### src/rtl/pattern_det_scheduler_if.sv
// Request/detect/readback bundle between bit-serial requesters and the shared
// pattern-detector scheduler.
interface pattern_det_scheduler_if #(
  parameter int NCH   = 4,
  parameter int CHW   = 2,
  parameter int CNT_W = 8
);
  logic [NCH-1:0]   req_valid;
  logic [NCH-1:0]   req_bit;
  logic [NCH-1:0]   req_ready;
  logic [NCH-1:0]   clr_ch;
  logic             det_valid;
  logic [CHW-1:0]   det_ch;
  logic             det_hit;
  logic [CHW-1:0]   rd_sel;
  logic [CNT_W-1:0] rd_cnt;

  modport master (
    output req_valid, req_bit, clr_ch, rd_sel,
    input  req_ready, det_valid, det_ch, det_hit, rd_cnt
  );

  modport slave (
    input  req_valid, req_bit, clr_ch, rd_sel,
    output req_ready, det_valid, det_ch, det_hit, rd_cnt
  );
endinterface

### src/rtl/pattern_det_scheduler.sv
// One serial pattern detector time-shared round-robin among NCH bit-serial
// channels, with per-channel detector context and saturating hit counters.
module pattern_det_scheduler #(
  parameter int                 NCH     = 4,
  parameter int                 CHW     = 2,
  parameter int                 PAT_LEN = 2,
  parameter logic [PAT_LEN-1:0] PATTERN = 2'b01,
  parameter int                 CNT_W   = 8
) (
  input  logic                  clk,
  input  logic                  rst,
  pattern_det_scheduler_if.slave bus
);
  localparam int               FW       = $clog2(PAT_LEN);
  localparam logic [FW-1:0]    FILL_MAX = FW'(PAT_LEN - 1);
  localparam logic [CNT_W-1:0] CNT_MAX  = {CNT_W{1'b1}};

  // Per-channel detector context.
  logic [PAT_LEN-2:0] r_hist [NCH];
  logic [FW-1:0]      r_fill [NCH];
  logic [CNT_W-1:0]   r_cnt  [NCH];

  logic [CHW-1:0]     r_ptr;
  logic               r_det_valid;
  logic [CHW-1:0]     r_det_ch;
  logic               r_det_hit;

  logic [NCH-1:0]     w_elig;
  logic [NCH-1:0]     w_grant;
  logic [CHW-1:0]     w_gidx;
  logic               w_accept;
  logic               w_bit;
  logic [PAT_LEN-1:0] w_win;
  logic               w_hit;

  function automatic logic [CHW-1:0] wrap_idx(input int v);
    return CHW'(v % NCH);
  endfunction

  // A channel being cleared must not have its bit consumed.
  assign w_elig = bus.req_valid & ~bus.clr_ch;

  // Round-robin search starting one past the last granted channel.
  always_comb begin
    w_accept = 1'b0;
    w_gidx   = '0;
    w_grant  = '0;
    for (int k = 1; k <= NCH; k++) begin
      if (!w_accept && w_elig[wrap_idx(int'(r_ptr) + k)]) begin
        w_accept = 1'b1;
        w_gidx   = wrap_idx(int'(r_ptr) + k);
      end
    end
    if (w_accept) begin
      w_grant[w_gidx] = 1'b1;
    end
  end

  assign bus.req_ready = w_grant;

  assign w_bit = bus.req_bit[w_gidx];
  assign w_win = {r_hist[w_gidx], w_bit};
  assign w_hit = w_accept && (r_fill[w_gidx] == FILL_MAX) && (w_win == PATTERN);

  always_ff @(posedge clk or posedge rst) begin
    if (rst) begin
      r_ptr <= CHW'(NCH - 1);
    end else if (w_accept) begin
      r_ptr <= w_gidx;
    end
  end

  // Result stage: channel/hit hold their last values when no bit was accepted.
  always_ff @(posedge clk or posedge rst) begin
    if (rst) begin
      r_det_valid <= 1'b0;
      r_det_ch    <= '0;
      r_det_hit   <= 1'b0;
    end else begin
      r_det_valid <= w_accept;
      if (w_accept) begin
        r_det_ch  <= w_gidx;
        r_det_hit <= w_hit;
      end
    end
  end

  assign bus.det_valid = r_det_valid;
  assign bus.det_ch    = r_det_ch;
  assign bus.det_hit   = r_det_hit;

  // The counter follows the reported result, so a clear arriving while that
  // result is in flight wins and the increment is dropped.
  always_ff @(posedge clk or posedge rst) begin
    if (rst) begin
      for (int c = 0; c < NCH; c++) begin
        r_hist[c] <= '0;
        r_fill[c] <= '0;
        r_cnt[c]  <= '0;
      end
    end else begin
      for (int c = 0; c < NCH; c++) begin
        if (bus.clr_ch[c]) begin
          r_hist[c] <= '0;
          r_fill[c] <= '0;
          r_cnt[c]  <= '0;
        end else begin
          if (w_accept && (int'(w_gidx) == c)) begin
            r_hist[c] <= w_win[PAT_LEN-2:0];
            if (r_fill[c] != FILL_MAX) begin
              r_fill[c] <= r_fill[c] + 1'b1;
            end
          end
          if (r_det_valid && r_det_hit && (int'(r_det_ch) == c) && (r_cnt[c] != CNT_MAX)) begin
            r_cnt[c] <= r_cnt[c] + 1'b1;
          end
        end
      end
    end
  end

  always_comb begin
    bus.rd_cnt = '0;
    if (int'(bus.rd_sel) < NCH) begin
      bus.rd_cnt = r_cnt[bus.rd_sel];
    end
  end
endmodule
### src/flat_wrapper.sv
// flat-port wrapper written by rule: the top's interface ports become plain ports
module pattern_det_scheduler_flat 
#(
  parameter int                 NCH     = 4,
  parameter int                 CHW     = 2,
  parameter int                 PAT_LEN = 2,
  parameter logic [PAT_LEN-1:0] PATTERN = 2'b01,
  parameter int                 CNT_W   = 8
)
  (clk, rst, bus_req_valid, bus_req_bit, bus_clr_ch, bus_rd_sel, bus_req_ready, bus_det_valid, bus_det_ch, bus_det_hit, bus_rd_cnt);
  pattern_det_scheduler_if #(.NCH(NCH), .CHW(CHW), .CNT_W(CNT_W)) bus_i ();
  input  logic clk;
  input  logic rst;
  input wire logic [$bits(bus_i.req_valid)-1:0] bus_req_valid;
  input wire logic [$bits(bus_i.req_bit)-1:0] bus_req_bit;
  input wire logic [$bits(bus_i.clr_ch)-1:0] bus_clr_ch;
  input wire logic [$bits(bus_i.rd_sel)-1:0] bus_rd_sel;
  output wire logic [$bits(bus_i.req_ready)-1:0] bus_req_ready;
  output wire logic [$bits(bus_i.det_valid)-1:0] bus_det_valid;
  output wire logic [$bits(bus_i.det_ch)-1:0] bus_det_ch;
  output wire logic [$bits(bus_i.det_hit)-1:0] bus_det_hit;
  output wire logic [$bits(bus_i.rd_cnt)-1:0] bus_rd_cnt;
  assign bus_i.req_valid = bus_req_valid;
  assign bus_i.req_bit = bus_req_bit;
  assign bus_i.clr_ch = bus_clr_ch;
  assign bus_i.rd_sel = bus_rd_sel;
  assign bus_req_ready = bus_i.req_ready;
  assign bus_det_valid = bus_i.det_valid;
  assign bus_det_ch = bus_i.det_ch;
  assign bus_det_hit = bus_i.det_hit;
  assign bus_rd_cnt = bus_i.rd_cnt;
  pattern_det_scheduler #(.NCH(NCH), .CHW(CHW), .PAT_LEN(PAT_LEN), .PATTERN(PATTERN), .CNT_W(CNT_W)) u_core (.clk(clk), .rst(rst), .bus(bus_i));
endmodule
### config.mk
export PLATFORM = sky130hd
export DESIGN_NAME = pattern_det_scheduler_flat
export DESIGN_NICKNAME = d
export VERILOG_FILES = /design/src/rtl/pattern_det_scheduler_if.sv /design/src/rtl/pattern_det_scheduler.sv /design/src/flat_wrapper.sv
export SDC_FILE = /design/constraint.sdc
export NUM_CORES = 1
export LEC_CHECK = 0
export ABC_AREA = 0
export ABC_CLOCK_PERIOD_IN_PS = 4900
export CELL_PAD_IN_SITES_DETAIL_PLACEMENT = 1
export CELL_PAD_IN_SITES_GLOBAL_PLACEMENT = 1
export CORE_AREA = 5 5 75 94
export DETAILED_ROUTE_END_ITERATION = 10
export DIE_AREA = 0 0 80 99
export GPL_TIMING_DRIVEN = 1
export PLACE_DENSITY = 0.86
export SYNTH_ARGS = -nofsm -noshare
export SYNTH_HDL_FRONTEND = slang
export SYNTH_SLANG_ARGS = --single-unit
### constraint.sdc
create_clock -name clk -period 4.9 [get_ports clk]
set_input_delay 0.98 -clock clk [delete_from_list [all_inputs] [get_ports clk]]
set_output_delay 0.98 -clock clk [all_outputs]
set_load 0.05 [all_outputs]
==> results by group <==
Placed design
  • Placed wire-length estimate: 5523 microns
  • Port Buffer Count: 31
  • Final GP Congestion: 0.8742

Clock network
  • Clk_lat worst skew: 300 ps
  • CTS max path bufs: 2
  • PostCTS Resize Cnt: 0
  • CTS root buffer: clkbuf_8
  • Post-CTS setup buffers: 0
  • # hold bufs at CTS: 0
  • Total CTS buffers: 5
  • CTS clk-pin slew, worst paths: 90 ps
  • Clk sink count: 46
  • H-tree Lvls: 2
  • CTS tree: done

Route
  • Final ANT Viol Nets: 0
  • Wirelength, routed: 7250 microns
  • Number of remaining DRC errors: 0
  • Via density per instance: 5.719
  • 1st-pass router iterations: 4
  • DR WL/cell: 18.88 microns
  • Routed via count: 2196
  • DRT iter0 DRCs: 72

Worst setup path
  • Worst path cell trace: clkdlybuf4s50_1 > nor3b_1 > o221a_2 > nor2_1 > nor2_1 > clkdlybuf4s50_1
  • Reg2reg setup slack: 2930 ps
  • Largest fanout on the critical path: 6
  • Largest stage delay on the critical path: 800 ps
  • Crit. End Element: output port
  • WP data arrival: 3320 ps
  • Critical path required time: 3920 ps
  • Setup crit start kind: primary input
  • Reg2Reg Depth: 6
  • CP max-delay cell: clkdlybuf4s50_1
  • Buffers & Inverters on Critical Path: 2
  • Capture point of the worst reg-to-reg path: u_core.r_cnt[29]$_DFFE_PP0P_
  • Largest delay share family, worst path: buffers and inverters
  • Critical Setup Path Class: in2out
  • Reg2reg start: u_core.r_cnt[24]$_DFFE_PP0P_

Global routing
  • Antenna violations before repair: 0
  • GRT overflow: 0
  • Largest net degree at the start of global routing: 47
  • First-pass GRT wire length: 12100 microns
  • Gr usage total: 0.1977
  • Vias in the first global route: 2493

Pwr
  • Max VDD drop: 140.0 uV
  • Power per cell area: 326.4 mW/mm^2
  • Leakage Power: 0.001279 uW

Worst hold path
  • Worst hold path type: reg2reg
  • Hold Path Sink: u_core.r_ptr[0]$_DFFE_PP1P_
  • Hold Crit Start: u_core.r_ptr[0]$_DFFE_PP1P_
  • Hold depth: 2

Final layout
  • Area Growth Syn to Fin: 19.94%
  • Layout cell share with drive strength beyond 1: 0.1171
  • Fillers: 716
  • Core Util, Final: 0.5169
  • Nets: 318
  • Antenna diode count: 0

Synth
  • Seq cells post-synth: 46
  • Ys flop type: dfrtp_1
  • EDFF count, synth: 0
  • Commonest cells post-synth: 44 x dfrtp_1, 41 x nor2_1, 29 x nand2_1, 14 x a21oi_1
  • Avg Inst Size Synth: 9.934 sq um
  • Top-area cell type share of the netlist area: 0.4198
  • Yosys cell types: 50
  • Yosys top cell by area: dfrtp_1
  • Post-synthesis sequential area ratio: 0.4399
  • Synth top area cells: dfrtp_1 42%, mux4_2 6.9%, nor2_1 5.9%
  • Post-synthesis cell area: 0.002623 sq mm
  • Synth Warn #: 0
  • Synth async-reset ratio: 1.000
  • Mapped Cells: 264
  • Synthesized Nets: 284
  • Most common cell in the netlist: dfrtp_1

Floorplanning
  • Die Wd: 80 microns
  • Chip height: 99 microns
  • Initial Util: 0.4309
  • IO Pins: 32
  • Area of the core: 0.006086 sq mm
  • Num rows: 32
  • Die area: 0.007920 sq mm

STA
  • Max-slew headroom: 0.3520
  • Max Freq: 232.8 MHz
  • Setup Skew: 8.403 ps
  • Final clock period utilization by the worst path: 0.8766
  • Final setup TNS: 0 ps
  • Final hold vios: 0
  • Least-Margin Pin Slew: 970.6 ps
  • Slew Limit Fails: 0
  • # setup viols final: 0
  • Unrepaired setup endpoints after global routing: no
  • Final worst path period need: 4295 ps

Flow run
  • Max-Cap Viols: 0

Status
  • Outcome: finished, final reports clean
metrics by stage:
stage | instances | hold WS, ps | setup slack (ps) | area (sq um) | total power (uW)
CTS | 384 | 507.5 | 628.4 | 3146 | 1033
floorplan | 264 | 462.3 | 1367 | 2623 | 653.7
finish | 384 | 504.8 | 604.6 | 3146 | 1027
global placement | 376 | 478.1 | 684.7 | 3037 | 744.3
global route | 384 | 552.0 | 464.1 | 3146 | 1077
detailed placement | 376 | 491.4 | 643.7 | 3037 | 752.5
metal layers:
metal / global-route usage / vias up / part of all wire
met5: 0 / - / 0
met3: 0.04205 / 23 / 0.038
met4: 0.1092 / 0 / 0.050
li1: - / 1012 / -
met1: 0.2188 / 1107 / 0.39
met2: 0.3457 / 54 / 0.52
how the worst max path moves through the flow:
stage / from / to / depth (start not counted)
after CTS: bus_req_valid[1] / bus_req_ready[1] / 6
after detailed placement: bus_req_valid[1] / bus_req_ready[1] / 6
final: bus_req_valid[1] / bus_req_ready[1] / 6
after global placement: bus_req_valid[1] / bus_req_ready[1] / 6
after floorplan: bus_clr_ch[2] / bus_req_ready[0] / 5
after global routing: bus_req_valid[1] / bus_req_ready[1] / 6
worst reg2reg max path, cell delays in order, from the launching register on:
cell and delay [ps]:
dfrtp_1 440, ha_1 240, and3_1 240, a311oi_4 500, nand4_1 170, xor2_1 200
nor2_1 70
logic make-up after synthesis:
kind of cell | after synthesis | share of synthesized area
flops | 46 | 0.4399
fa+ha+maj | 4 | 0.01908
buf+inv | 14 | 0.02051
compound gates | 42 | 0.1269
xor+xnor | 24 | 0.08015
mux | 11 | 0.08015
simple gates | 123 | 0.2333
state kept, by name (all words and copies together), names as in the netlist:
| name | cells |
|---|---|
| u_core.r_cnt | 32 |
| u_core.r_fill | 4 |
| u_core.r_hist | 4 |
| u_core.bus.det_ch | 2 |
| u_core.r_ptr | 2 |
| u_core.bus.det_hit | 1 |
| u_core.bus.det_valid | 1 |
final cells by class:
class	count	area [sq um]	area share
sequential	46	1154	0.3667
tap	85	106.4	0.03381
timing repair buffer	36	342.8	0.1090
clock buffer	5	68.82	0.02188
inverter	5	18.77	0.005967
clock inverter	3	40.04	0.01273
multi-input combinational	204	1415	0.4499
layout by cell type (no fill, tap or decap), types with 4 or more instances in the layout:
cell type        netlist  layout
a21oi_1               14      14
nand3_1                9       9
or3_1                  4       4
xnor2_1               12      12
clkdlybuf4s50_1        0      29
xor2_1                12      12
nor2b_1                4       4
nand2_1               29      29
nand4_1                4       4
dfrtp_1               44      44
buf_4                  0       7
o21ai_0                7       7
clkbuf_8               0       5
inv_1                  5       4
nor2_1                41      41
mux4_2                 8       8
ha_1                   4       4
nor3_1                 6       6
and3_1                 6       6
power by group:
part / total, uW / leakage, uW / switching, uW / internal (uW)
combinational: 285 / 0.000600 / 178 / 106
sequential: 461 / 0.000621 / 46.7 / 414
clock: 282 / 0.0000579 / 132 / 150
total: 1030 / 0.00128 / 356 / 670
Power figures use the tool's default switching activity.
